--- src/rtl/rv_pkg.sv ---
// Shared writeback definitions: register file geometry and result-source encoding.
`default_nettype none

package rv_pkg;

  localparam int XLEN     = 32;
  localparam int REG_AW   = 5;
  localparam int NUM_REGS = 1 << REG_AW;

  localparam logic [1:0] CNT_MAX = 2'd3;

  typedef enum logic {
    WB_SRC_ALU = 1'b0,
    WB_SRC_LD  = 1'b1
  } wb_src_t;

endpackage

`default_nettype wire

--- src/rtl/wb_scoreboard.sv ---
// Per-register pending-write scoreboard: 2-bit saturating counters, busy vector,
// issue back-pressure and a sticky underflow flag.
`default_nettype none

module wb_scoreboard #(
  parameter int REG_AW = rv_pkg::REG_AW
) (
  input  logic                     clk,
  input  logic                     rst_n,
  input  logic                     inc_en,
  input  logic [REG_AW-1:0]        inc_idx,
  input  logic                     dec_en,
  input  logic [REG_AW-1:0]        dec_idx,
  input  logic [REG_AW-1:0]        query_idx,
  output logic                     query_ready,
  output logic [(1<<REG_AW)-1:0]   busy,
  output logic                     err
);

  import rv_pkg::*;

  localparam int N_REGS = 1 << REG_AW;

  logic [N_REGS-1:0][1:0] cnt;
  logic                   underflow;

  for (genvar i = 0; i < N_REGS; i++) begin : g_cnt
    if (i == 0) begin : g_zero
      assign cnt[i] = 2'd0;
    end else begin : g_reg
      logic [1:0] q;
      logic       inc_hit;
      logic       dec_hit;

      assign inc_hit = inc_en & (inc_idx == REG_AW'(i));
      assign dec_hit = dec_en & (dec_idx == REG_AW'(i));

      // A same-cycle issue and retire cancel; otherwise saturate at both ends.
      always_ff @(posedge clk or negedge rst_n) begin
        if (!rst_n) begin
          q <= 2'd0;
        end else begin
          case ({inc_hit, dec_hit})
            2'b10:   if (q != CNT_MAX) q <= q + 2'd1;
            2'b01:   if (q != 2'd0)    q <= q - 2'd1;
            default: q <= q;
          endcase
        end
      end

      assign cnt[i] = q;
    end

    assign busy[i] = (cnt[i] != 2'd0);
  end

  assign query_ready = (cnt[query_idx] != CNT_MAX);
  assign underflow   = dec_en & (cnt[dec_idx] == 2'd0);

  always_ff @(posedge clk or negedge rst_n) begin
    if (!rst_n) begin
      err <= 1'b0;
    end else if (underflow) begin
      err <= 1'b1;
    end
  end

endmodule

`default_nettype wire

--- src/rtl/regfile_writeback.sv ---
// Register file write-side driver: round-robin arbitration of ALU and load results
// onto the single write port, plus the pending-write scoreboard.
`default_nettype none

module regfile_writeback #(
  parameter int XLEN   = rv_pkg::XLEN,
  parameter int REG_AW = rv_pkg::REG_AW
) (
  input  logic                     clk,
  input  logic                     rst_n,
  input  logic                     issue_valid,
  input  logic [REG_AW-1:0]        issue_rd,
  output logic                     issue_ready,
  input  logic                     alu_valid,
  output logic                     alu_ready,
  input  logic [REG_AW-1:0]        alu_rd,
  input  logic [XLEN-1:0]          alu_data,
  input  logic                     ld_valid,
  output logic                     ld_ready,
  input  logic [REG_AW-1:0]        ld_rd,
  input  logic [XLEN-1:0]          ld_data,
  output logic [REG_AW-1:0]        rd,
  output logic [XLEN-1:0]          write_data,
  output logic                     w_en,
  output logic [(1<<REG_AW)-1:0]   busy,
  output logic                     err
);

  import rv_pkg::*;

  wb_src_t           last_tie;
  logic              tie;
  logic              grant_alu;
  logic              grant_ld;
  logic              accept;
  logic [REG_AW-1:0] sel_rd;
  logic [XLEN-1:0]   sel_data;
  logic              issue_fire;

  // On a tie the source that lost the previous tie wins this one.
  always_comb begin
    tie       = alu_valid & ld_valid;
    grant_alu = 1'b0;
    grant_ld  = 1'b0;
    if (tie) begin
      if (last_tie == WB_SRC_ALU) grant_ld  = 1'b1;
      else                        grant_alu = 1'b1;
    end else begin
      grant_alu = alu_valid;
      grant_ld  = ld_valid;
    end
    sel_rd   = grant_ld ? ld_rd   : alu_rd;
    sel_data = grant_ld ? ld_data : alu_data;
  end

  assign alu_ready  = alu_valid & grant_alu;
  assign ld_ready   = ld_valid & grant_ld;
  assign accept     = alu_ready | ld_ready;
  assign issue_fire = issue_valid & issue_ready & (issue_rd != '0);

  always_ff @(posedge clk or negedge rst_n) begin
    if (!rst_n) begin
      rd         <= '0;
      write_data <= '0;
      w_en       <= 1'b0;
      last_tie   <= WB_SRC_ALU;
    end else begin
      w_en <= 1'b0;
      // Writes to x0 are consumed but never reach the register file.
      if (accept && (sel_rd != '0)) begin
        w_en       <= 1'b1;
        rd         <= sel_rd;
        write_data <= sel_data;
      end
      if (tie) begin
        last_tie <= grant_ld ? WB_SRC_LD : WB_SRC_ALU;
      end
    end
  end

  wb_scoreboard #(
    .REG_AW (REG_AW)
  ) u_scoreboard (
    .clk         (clk),
    .rst_n       (rst_n),
    .inc_en      (issue_fire),
    .inc_idx     (issue_rd),
    .dec_en      (w_en),
    .dec_idx     (rd),
    .query_idx   (issue_rd),
    .query_ready (issue_ready),
    .busy        (busy),
    .err         (err)
  );

endmodule

`default_nettype wire

--- config.mk ---
export PLATFORM = sky130hd
export DESIGN_NAME = regfile_writeback
export DESIGN_NICKNAME = d
export VERILOG_FILES = /design/src/rtl/rv_pkg.sv /design/src/rtl/wb_scoreboard.sv /design/src/rtl/regfile_writeback.sv
export SDC_FILE = /design/constraint.sdc
export NUM_CORES = 1
export LEC_CHECK = 0
export CORE_MARGIN = 2
export CORE_UTILIZATION = 35
export DETAILED_ROUTE_END_ITERATION = 6
export GPL_TIMING_DRIVEN = 0
export PLACE_DENSITY = 0.62
export SETUP_SLACK_MARGIN = 0.2
export SLEW_MARGIN = 20
export SYNTH_ARGS = -nofsm -noshare
export SYNTH_HDL_FRONTEND = slang
export SYNTH_SLANG_ARGS = --single-unit
--- constraint.sdc ---
create_clock -name clk -period 6.4 [get_ports clk]
set_input_delay 1.28 -clock clk [delete_from_list [all_inputs] [get_ports clk]]
set_output_delay 1.28 -clock clk [all_outputs]
set_load 0.005 [all_outputs]
==> results of run 1 <==
worst paths after layout:
path | endpoint | cells past startpoint | slack [ns] | from
max | issue_ready | 8 | 0.71 | issue_rd[0]
max in group asynchronous | write_data[17] | 2 | 4.94 | rst_n
min in group asynchronous | u_scoreboard.g_cnt[20].g_reg.q[0] | 1 | 0.81 | rst_n
min | last_tie | 1 | 0.50 | last_tie
max reg2reg | u_scoreboard.g_cnt[24].g_reg.q[0] | 8 | 3.73 | u_scoreboard.g_cnt[26].g_reg.q[1]
min reg2reg | last_tie | 1 | 0.50 | last_tie
metal layers:
layer	track usage [%]	share of wire, %	vias to the layer above
li1	-	-	3132
met1	30.2	43	3162
met2	36.5	47	310
met3	4.83	8.3	41
met4	7.32	2.4	0
met5	0	0	-
cell usage in the layout (no fill, tap or decap), types with 6 or more instances in the layout:
master             n
nand2_1           69
mux2i_1           47
a211oi_1          18
buf_2              6
clkbuf_16          9
nand3_1           26
nor2_1            97
a31oi_1           10
dfrtp_1          102
o31a_1             6
inv_1             26
nor2b_1            6
buf_1              7
o211ai_1           7
o21a_1            14
a21oi_1           63
clkdlybuf4s50_1  153
nand2b_1           7
clkbuf_1          17
and3_1             7
nor4_1            13
nor3_1            26
mux4_2            12
nand4_1            7
o21ai_0           45
or4_1              6
or3_1              7
or2_2             31
metrics by stage:
step,std cells,setup slack [ns],setup TNS (ns)
2_1_floorplan,764,2.31,0
3_3_place_gp,1152,-0.103,-9.19
3_5_place_dp,1153,0.745,0
4_1_cts,1169,0.745,0
5_1_grt,1169,0.615,0
6_report,1169,0.709,0
worst max-delay path, stage by stage:
cell and delay (ns):
clkdlybuf4s50_1 0.69, buf_2 0.33, mux4_2 0.56, a221oi_4 0.48, a21oi_4 0.14, buf_6 0.20, a21oi_1 0.17, clkdlybuf4s50_1 0.55
cell families (layout without fill, tap and decap cells):
kind of cell,Yosys count,after routing,share of synthesized area [%]
multiplexers,64,64,12.4
buffers and inverters,62,233,4.06
other,1,1,0.0563
AND/OR/NAND/NOR,326,326,24.5
XOR/XNOR,1,1,0.132
AO/OA/AOI/OAI,208,208,20.5
flip-flops,102,102,38.3
power by group:
part / total, W / internal (W) / switching (W)
combinational: 0.000983 / 0.000515 / 0.000467
clock: 0.000558 / 0.000282 / 0.000276
sequential: 0.00100 / 0.000807 / 0.000193
layout make-up:
class                      count  area [um2]  area share, %
clock buffer                  10         239           2.71
timing repair buffer         155        1570           17.8
tap                          234         293           3.32
clock inverter                 6        51.3          0.582
buffer                        35         169           1.92
sequential                   102        2550           29.0
multi-input combinational    600        3830           43.5
inverter                      27         101           1.15
sequential cells by signal, indices dropped and copies added (netlist names):
register,cells
u_scoreboard.err,1
last_tie,1
u_scoreboard.g_cnt.g_reg.q,62
rd,5
w_en,1
write_data,32
==> run summary, run 1 <==
leak pwr = 3.43 nW
Rel. slew slack = 46.3%
CTS-repair resized insts = 0
WS Path Type = in2out
FF+latch count, synth = 102
warning count from the yosys run = 0
first-pass GRT wire length = 35.1 mm
Core ar. = 18700 um2
total power = 0.00254 W
ranking of synthesized cells by area = dfrtp_1 (38%), mux2i_1 (7.1%), nor2_1 (5.5%), a21oi_1 (4.7%), mux4_2 (4.1%)
TritonCTS clock tree = done
PD cells = 288 nW/um2
Die Area = 20100 um2
register area share after synthesis = 38.3%
largest net degree at the start of global routing = 68
Clock transition at path regs = 0.07 ns
Post-CTS Hold Buffers = 0
VDD IR max = 0.131 mV
Synth-to-Final Area Change = 32.3%
crit path max fanout = 10
filler cell count = 1841
initial antenna violation count = 0
Worst Clk Skew = 0.00966 ns
HP Class = reg2reg
share of the synthesized area in the top cell type = 38.3%
final core utilization = 47.1%
outcome = completed
Synthesized Nets = 848
synthesized instance count = 764
crit path DAT = 4.41 ns
H-Tree Depth = 3
Clk Latency, worst-skew pair = 0.36 ns
Tcrit/Tclk final = 88.9%
max-slew violation count = 0
ANT nets after route = 0
number of diodes = 0
total setup buffers inserted after CTS = 0
# setup viols final = 0
CP required = 5.12 ns
RSZ-0062 raised after global routing = no
async set or reset register ratio after synthesis = 100%
WHS = 0.503 ns
Post-synth top cells = dfrtp_1 (102), nor2_1 (97), nand2_1 (69)
most common cell in the netlist = dfrtp_1
Die Y = 142 um
I/O pin cnt = 158
post-synth cell types = 70
clock sinks = 102
All-Layer GR Usage = 22.5%
area of placed instances = 8520 um2
DP HPWL = 17.2 mm
initial core utilization = 35.6%
Clock Tree Root = clkbuf_16
vias post-DR = 6645
layout cells sized above 1 = 9.63%
final hold vios = 0
Syn Std Cell Area = 6660 um2
CTS max path bufs = 2
top achievable clock speed = 0.176 GHz
mean post-synth cell area = 8.71 um2
vias in the first global route = 6410
Iter 0 DRT Violations = 625
port bufs = 154
vias per cell = 5.68
clock period minus worst slack = 5.69 ns
site row count = 50
CTS Buf Count = 9
max-capacitance violation count = 0
Final GP Congestion = 0.924
fin area = 8810 um2
dominant synthesized flop cell = dfrtp_1
grt total ovfl = 0
post-synth top area cell = dfrtp_1
Post-synth EDFFs = 0
nets = 1014
chip width = 142 um
drt first pass iters = 5
# DRC = 0
startpoint types = input pin
per-cell routed wire length = 19.0 um
worst-margin pin slew = 0.798 ns
Routed WL = 22.2 mm
Crit. End Element = output port
Power figures use the tool's default switching activity.
==> run 2: changes to the inputs <==
--- a/config.mk
+++ b/config.mk
@@ -5,7 +5,6 @@
 export SDC_FILE = /design/constraint.sdc
 export NUM_CORES = 1
 export LEC_CHECK = 0
-export CORE_MARGIN = 2
 export CORE_UTILIZATION = 35
 export DETAILED_ROUTE_END_ITERATION = 6
 export GPL_TIMING_DRIVEN = 0
==> run summary, run 2 (same netlist as run 1, synthesis figures left out) <==
logic gate share of total power = 37.9% (-0.8 points)
clock sinks = 102 (unchanged)
pre-CTS setup slack = 0.708 ns (-0.0374 ns)
PD cells = 294 nW/um2 (+1.8%)
crit path max fanout = 10 (unchanged)
biggest regs = u_scoreboard.g_cnt.g_reg.q x62, write_data x32, rd x5
# setup viols final = 0 (unchanged)
Die Y = 140 um (-1.4%)
max-capacitance violation count = 0 (unchanged)
startpoint types = input pin
commonest cells after routing, fill and taps aside = clkdlybuf4s50_1 (153), dfrtp_1 (102), nor2_1 (97)
largest net degree at the start of global routing = 74 (+8.8%)
fin area = 8840 um2 (+0.30%)
grt total ovfl = 0 (unchanged)
commonest non-fill, non-tap cell in the layout = clkdlybuf4s50_1
per-cell routed wire length = 19.1 um (+0.47%)
Rel. slew slack = 46.2% (-0.11 points)
initial antenna violation count = 0 (unchanged)
Psw = 0.000928 W (-0.95%)
drt first pass iters = 6 (+1)
HP Class = reg2reg
crit path DAT = 4.44 ns (+0.03 ns)
nets = 1014 (unchanged)
final worst slack = 0.676 ns (-0.0329 ns)
ANT nets after route = 0 (unchanged)
area of placed instances = 8520 um2 (unchanged)
TNS Setup = 0 ns (unchanged)
Core ar. = 18700 um2 (unchanged)
site row count = 50 (unchanged)
leak pwr = 3.45 nW (+0.33%)
CTS Buf Count = 9 (unchanged)
worst-margin pin slew = 0.799 ns (+0.00170 ns)
DP HPWL = 17.3 mm (+0.66%)
total setup buffers inserted after CTS = 0 (unchanged)
I/O pin cnt = 158 (unchanged)
RSZ-0062 raised after global routing = no
CP required = 5.12 ns (about the same)
Worst Clk Skew = 0.0137 ns (+0.00407 ns)
WS Path Type = in2out
filler cell count = 1822 (-1.0%)
vias per cell = 5.65 (-0.65%)
top achievable clock speed = 0.175 GHz (-0.57%)
# DRC = 0 (unchanged)
port bufs = 154 (unchanged)
Clock transition at path regs = 0.08 ns (about the same)
Switching Share = 35.8% (-1.1 points)
max-slew violation count = 0 (unchanged)
number of diodes = 0 (unchanged)
Iter 0 DRT Violations = 544 (-13%)
Tcrit/Tclk final = 89.4% (+0.51 points)
Largest Register = u_scoreboard.g_cnt.g_reg.q
clock power share = 23.5% (+1.5 points)
Die Area = 19600 um2 (-2.8%)
Crit. End Element = output port
CTS max path bufs = 2 (unchanged)
clock period minus worst slack = 5.72 ns (+0.0329 ns)
Clock Tree Root = clkbuf_16
final hold vios = 0 (unchanged)
vias in the first global route = 6484 (+1.2%)
chip width = 140 um (-1.4%)
vias post-DR = 6596 (-0.74%)
VDD IR max = 0.143 mV (+9.5%)
Final GP Congestion = 0.926 (+0.18%)
layout cells sized above 1 = 9.53% (-0.097 points)
initial core utilization = 35.6% (unchanged)
Post-CTS Hold Buffers = 0 (unchanged)
Sequential Power Share = 38.6% (-0.8 points)
Synth-to-Final Area Change = 32.7%
H-Tree Depth = 3 (unchanged)
Routed WL = 22.3 mm (+0.39%)
TritonCTS clock tree = done
All-Layer GR Usage = 23.6% (+1.0 points)
first-pass GRT wire length = 35.7 mm (+1.6%)
final core utilization = 47.2% (+0.14 points)
Clk Latency, worst-skew pair = 0.36 ns (about the same)
max FFs per register = 62 (unchanged)
CTS-repair resized insts = 0 (unchanged)
Int Power = 0.00167 W (+3.9%)
outcome = completed
## run 2: cell types whose count changed in the layout (fill, tap and decap cells not counted), sizes merged
cell	change
clkbuf	-1
bufinv	+2
clkinv	-2
## run 2: final timing paths
kind | start | to | slack, ns | cells past startpoint
max | issue_rd[0] | issue_ready | 0.68 | 8
min | last_tie | last_tie | 0.50 | 1
min in group asynchronous | rst_n | u_scoreboard.g_cnt[31].g_reg.q[1] | 0.79 | 1
min reg2reg | last_tie | last_tie | 0.50 | 1
max reg2reg | u_scoreboard.g_cnt[17].g_reg.q[1] | u_scoreboard.g_cnt[21].g_reg.q[0] | 3.67 | 8
max in group asynchronous | rst_n | u_scoreboard.g_cnt[13].g_reg.q[1] | 4.94 | 2
## run 2: critical path, cell delays in order
cell	delay [ns]
clkdlybuf4s50_1	0.69
buf_2	0.36
mux4_2	0.57
a221oi_4	0.49
a21oi_4	0.13
buf_6	0.20
a21oi_1	0.17
clkdlybuf4s50_1	0.54
## run 2: per-layer routing
metal  GRT usage, %  vias to the layer above  part of all wire, %
met5              0                        -                    0
met3           7.49                       26                  8.6
li1               -                     3136                    -
met2           39.2                      309                   48
met1           29.9                     3125                   42
met4           5.32                        0                  1.3
## run 2: cell type report
cell class / instances / area (um2) / area share (%)
plain buffers: 35 / 169 / 1.91
clock buffers: 9 / 225 / 2.55
multi-input cells: 600 / 3830 / 43.4
flip-flops and latches: 102 / 2550 / 28.9
inverters: 27 / 101 / 1.15
clock inverters: 6 / 91.3 / 1.03
well taps: 234 / 293 / 3.31
repair buffers: 155 / 1570 / 17.8
## run 2: power groups by stage
stage | logic (W) | registers [W] | clock network (W)
6_report | 0.000982 | 0.00100 | 0.000611
5_1_grt | 0.00107 | 0.00103 | 0.000647
4_1_cts | 0.000984 | 0.000998 | 0.000619
3_5_place_dp | 0.000982 | 0.00100 | 0
3_3_place_gp | 0.000973 | 0.00100 | 0
2_1_floorplan | 0.000550 | 0.000955 | 0
## run 2: metrics by stage
stage | total power, W | instances | hold slack (ns)
5_1_grt | 0.00275 | 1168 | 0.522
2_1_floorplan | 0.00151 | 764 | 0.463
6_report | 0.00259 | 1168 | 0.502
4_1_cts | 0.00260 | 1168 | 0.505
3_3_place_gp | 0.00198 | 1152 | 0.490
3_5_place_dp | 0.00199 | 1153 | 0.490
==> run 3: changes to the inputs <==
--- a/config.mk
+++ b/config.mk
@@ -6,10 +6,10 @@
 export NUM_CORES = 1
 export LEC_CHECK = 0
 export CORE_UTILIZATION = 35
+export CTS_BUF_LIST = sky130_fd_sc_hd__clkbuf_8
 export DETAILED_ROUTE_END_ITERATION = 6
 export GPL_TIMING_DRIVEN = 0
 export PLACE_DENSITY = 0.62
-export SETUP_SLACK_MARGIN = 0.2
 export SLEW_MARGIN = 20
 export SYNTH_ARGS = -nofsm -noshare
 export SYNTH_HDL_FRONTEND = slang
==> run summary, run 3 (same netlist as run 1, synthesis figures left out) <==
Switching Share = 37.1% (+1.3 points)
Synth-to-Final Area Change = 31.2%
CP Cell Sequence = clkdlybuf4s50_1 > buf_2 > mux4_2 > a221oi_4 > a21oi_4 > buf_6 > a21oi_1 > clkdlybuf4s50_1
nets = 1014 (unchanged)
CP max-delay cell = clkdlybuf4s50_1
Post-CTS Hold Buffers = 0 (unchanged)
vias post-DR = 6587 (-0.14%)
Clk Latency, worst-skew pair = 0.40 ns (+0.04 ns)
final core utilization = 46.7% (-0.54 points)
I/O pin cnt = 158 (unchanged)
Clock Tree Root = clkbuf_8
final worst slack = 0.682 ns (+0.00600 ns)
VDD IR max = 0.117 mV (-18%)
per-cell routed wire length = 19.1 um (about the same)
ANT nets after route = 0 (unchanged)
filler cell count = 1837 (+0.82%)
total setup buffers inserted after CTS = 0 (unchanged)
TritonCTS clock tree = done
commonest non-fill, non-tap cell in the layout = clkdlybuf4s50_1
Slowest Stage Delay on Critical Path = 0.69 ns (about the same)
Psw = 0.000911 W (-1.9%)
first-pass GRT wire length = 35.6 mm (-0.17%)
Die Area = 19600 um2 (unchanged)
most used cell, CP = clkdlybuf4s50_1
Routed WL = 22.3 mm (about the same)
setup slack, reg-to-reg = 3.65 ns (-0.02 ns)
CTS max path bufs = 2 (unchanged)
initial core utilization = 35.6% (unchanged)
Final GP Congestion = 0.926 (unchanged)
TNS Setup = 0 ns (unchanged)
port bufs = 154 (unchanged)
DP HPWL = 17.3 mm (unchanged)
clock period minus worst slack = 5.72 ns (-0.00600 ns)
Tcrit/Tclk final = 89.3% (-0.094 points)
H-Tree Depth = 3 (unchanged)
max FFs per register = 62 (unchanged)
final hold vios = 0 (unchanged)
# setup viols final = 0 (unchanged)
Worst Clk Skew = 0.0173 ns (+0.00360 ns)
clock power share = 19.3% (-4.2 points)
Crit. End Element = output port
total power = 0.00245 W (-5.4%)
biggest regs = u_scoreboard.g_cnt.g_reg.q x62, write_data x32, rd x5
All-Layer GR Usage = 23.5% (-0.11 points)
Sequential Power Share = 40.7% (+2.1 points)
RSZ-0062 raised after global routing = no
commonest cells after routing, fill and taps aside = clkdlybuf4s50_1 (153), dfrtp_1 (102), nor2_1 (97)
fin area = 8740 um2 (-1.1%)
crit path max fanout = 10 (unchanged)
vias per cell = 5.64 (-0.14%)
leak pwr = 3.40 nW (-1.3%)
HP Class = reg2reg
clock sinks = 102 (unchanged)
number of diodes = 0 (unchanged)
initial antenna violation count = 0 (unchanged)
max-slew violation count = 0 (unchanged)
Clock transition at path regs = 0.11 ns (+0.03 ns)
Largest Register = u_scoreboard.g_cnt.g_reg.q
Iter 0 DRT Violations = 617 (+13%)
# DRC = 0 (unchanged)
largest net degree at the start of global routing = 74 (unchanged)
pre-CTS setup slack = 0.708 ns (unchanged)
CTS Buf Count = 9 (unchanged)
chip width = 140 um (unchanged)
outcome = completed
startpoint types = input pin
Core ar. = 18700 um2 (unchanged)
Int Power = 0.00154 W (-7.4%)
site row count = 50 (unchanged)
WS Path Type = in2out
Die Y = 140 um (unchanged)
max-capacitance violation count = 0 (unchanged)
grt total ovfl = 0 (unchanged)
top achievable clock speed = 0.175 GHz (+0.10%)
layout cells sized above 1 = 9.53% (unchanged)
PD cells = 281 nW/um2 (-4.3%)
drt first pass iters = 5 (-1)
CTS-repair resized insts = 0 (unchanged)
area of placed instances = 8520 um2 (unchanged)
CP required = 5.12 ns (about the same)
Rel. slew slack = 45.8% (-0.40 points)
logic gate share of total power = 40.0% (+2.1 points)
crit path DAT = 4.44 ns (about the same)
worst-margin pin slew = 0.805 ns (+0.00593 ns)
vias in the first global route = 6470 (-0.22%)
==> run 3: cell counts in the layout (fill, tap and decap cells not counted) <==
No cell type changed its count.
==> run 3: final cells by class <==
cell class,instances,area (um2),area share [%]
Multi-Input combinational cell,600,3830,43.9
Clock inverter,6,91.3,1.05
Buffer,35,169,1.93
Inverter,27,101,1.16
Sequential cell,102,2550,29.2
Timing Repair Buffer,155,1570,18.0
Tap cell,234,293,3.35
Clock buffer,9,124,1.42
==> run 3: worst paths after layout <==
path | from | cells after the start | to
worst max register to register | u_scoreboard.g_cnt[18].g_reg.q[1] | 8 | u_scoreboard.g_cnt[21].g_reg.q[0]
worst min register to register | last_tie | 1 | last_tie
min in group asynchronous | rst_n | 1 | u_scoreboard.g_cnt[31].g_reg.q[0]
max in group asynchronous | rst_n | 2 | u_scoreboard.g_cnt[13].g_reg.q[1]
worst max-delay path | issue_rd[0] | 8 | issue_ready
worst min-delay path | last_tie | 1 | last_tie
==> run 3: through the flow <==
step	hold slack [ns]	std cells
finish	0.503	1168
global route	0.528	1168
CTS	0.510	1168
detailed placement	0.490	1153
global placement	0.490	1152
floorplan	0.463	764
==> run 3: power groups by stage <==
| stage | registers (W) | clock network, W | logic, W |
|---|---|---|---|
| after detailed placement | 0.00100 | 0 | 0.000982 |
| after global routing | 0.00103 | 0.000505 | 0.00107 |
| after global placement | 0.00100 | 0 | 0.000973 |
| final | 0.00100 | 0.000473 | 0.000981 |
| after floorplan | 0.000955 | 0 | 0.000550 |
| after CTS | 0.000997 | 0.000479 | 0.000984 |
==> run 3: layer usage <==
layer | vias up | wire [um] | GRT usage (%)
met5 | - | 0 | 0
met2 | 289 | 10700 | 39.4
met4 | 0 | 338 | 5.61
li1 | 3134 | - | -
met3 | 25 | 1760 | 6.02
met1 | 3139 | 9560 | 30.2
==> run 3: critical path: cells and delay by family <==
kind            cells  cell delay, ns
buf+inv             4            1.78
compound gates      3            0.80
mux                 1            0.57
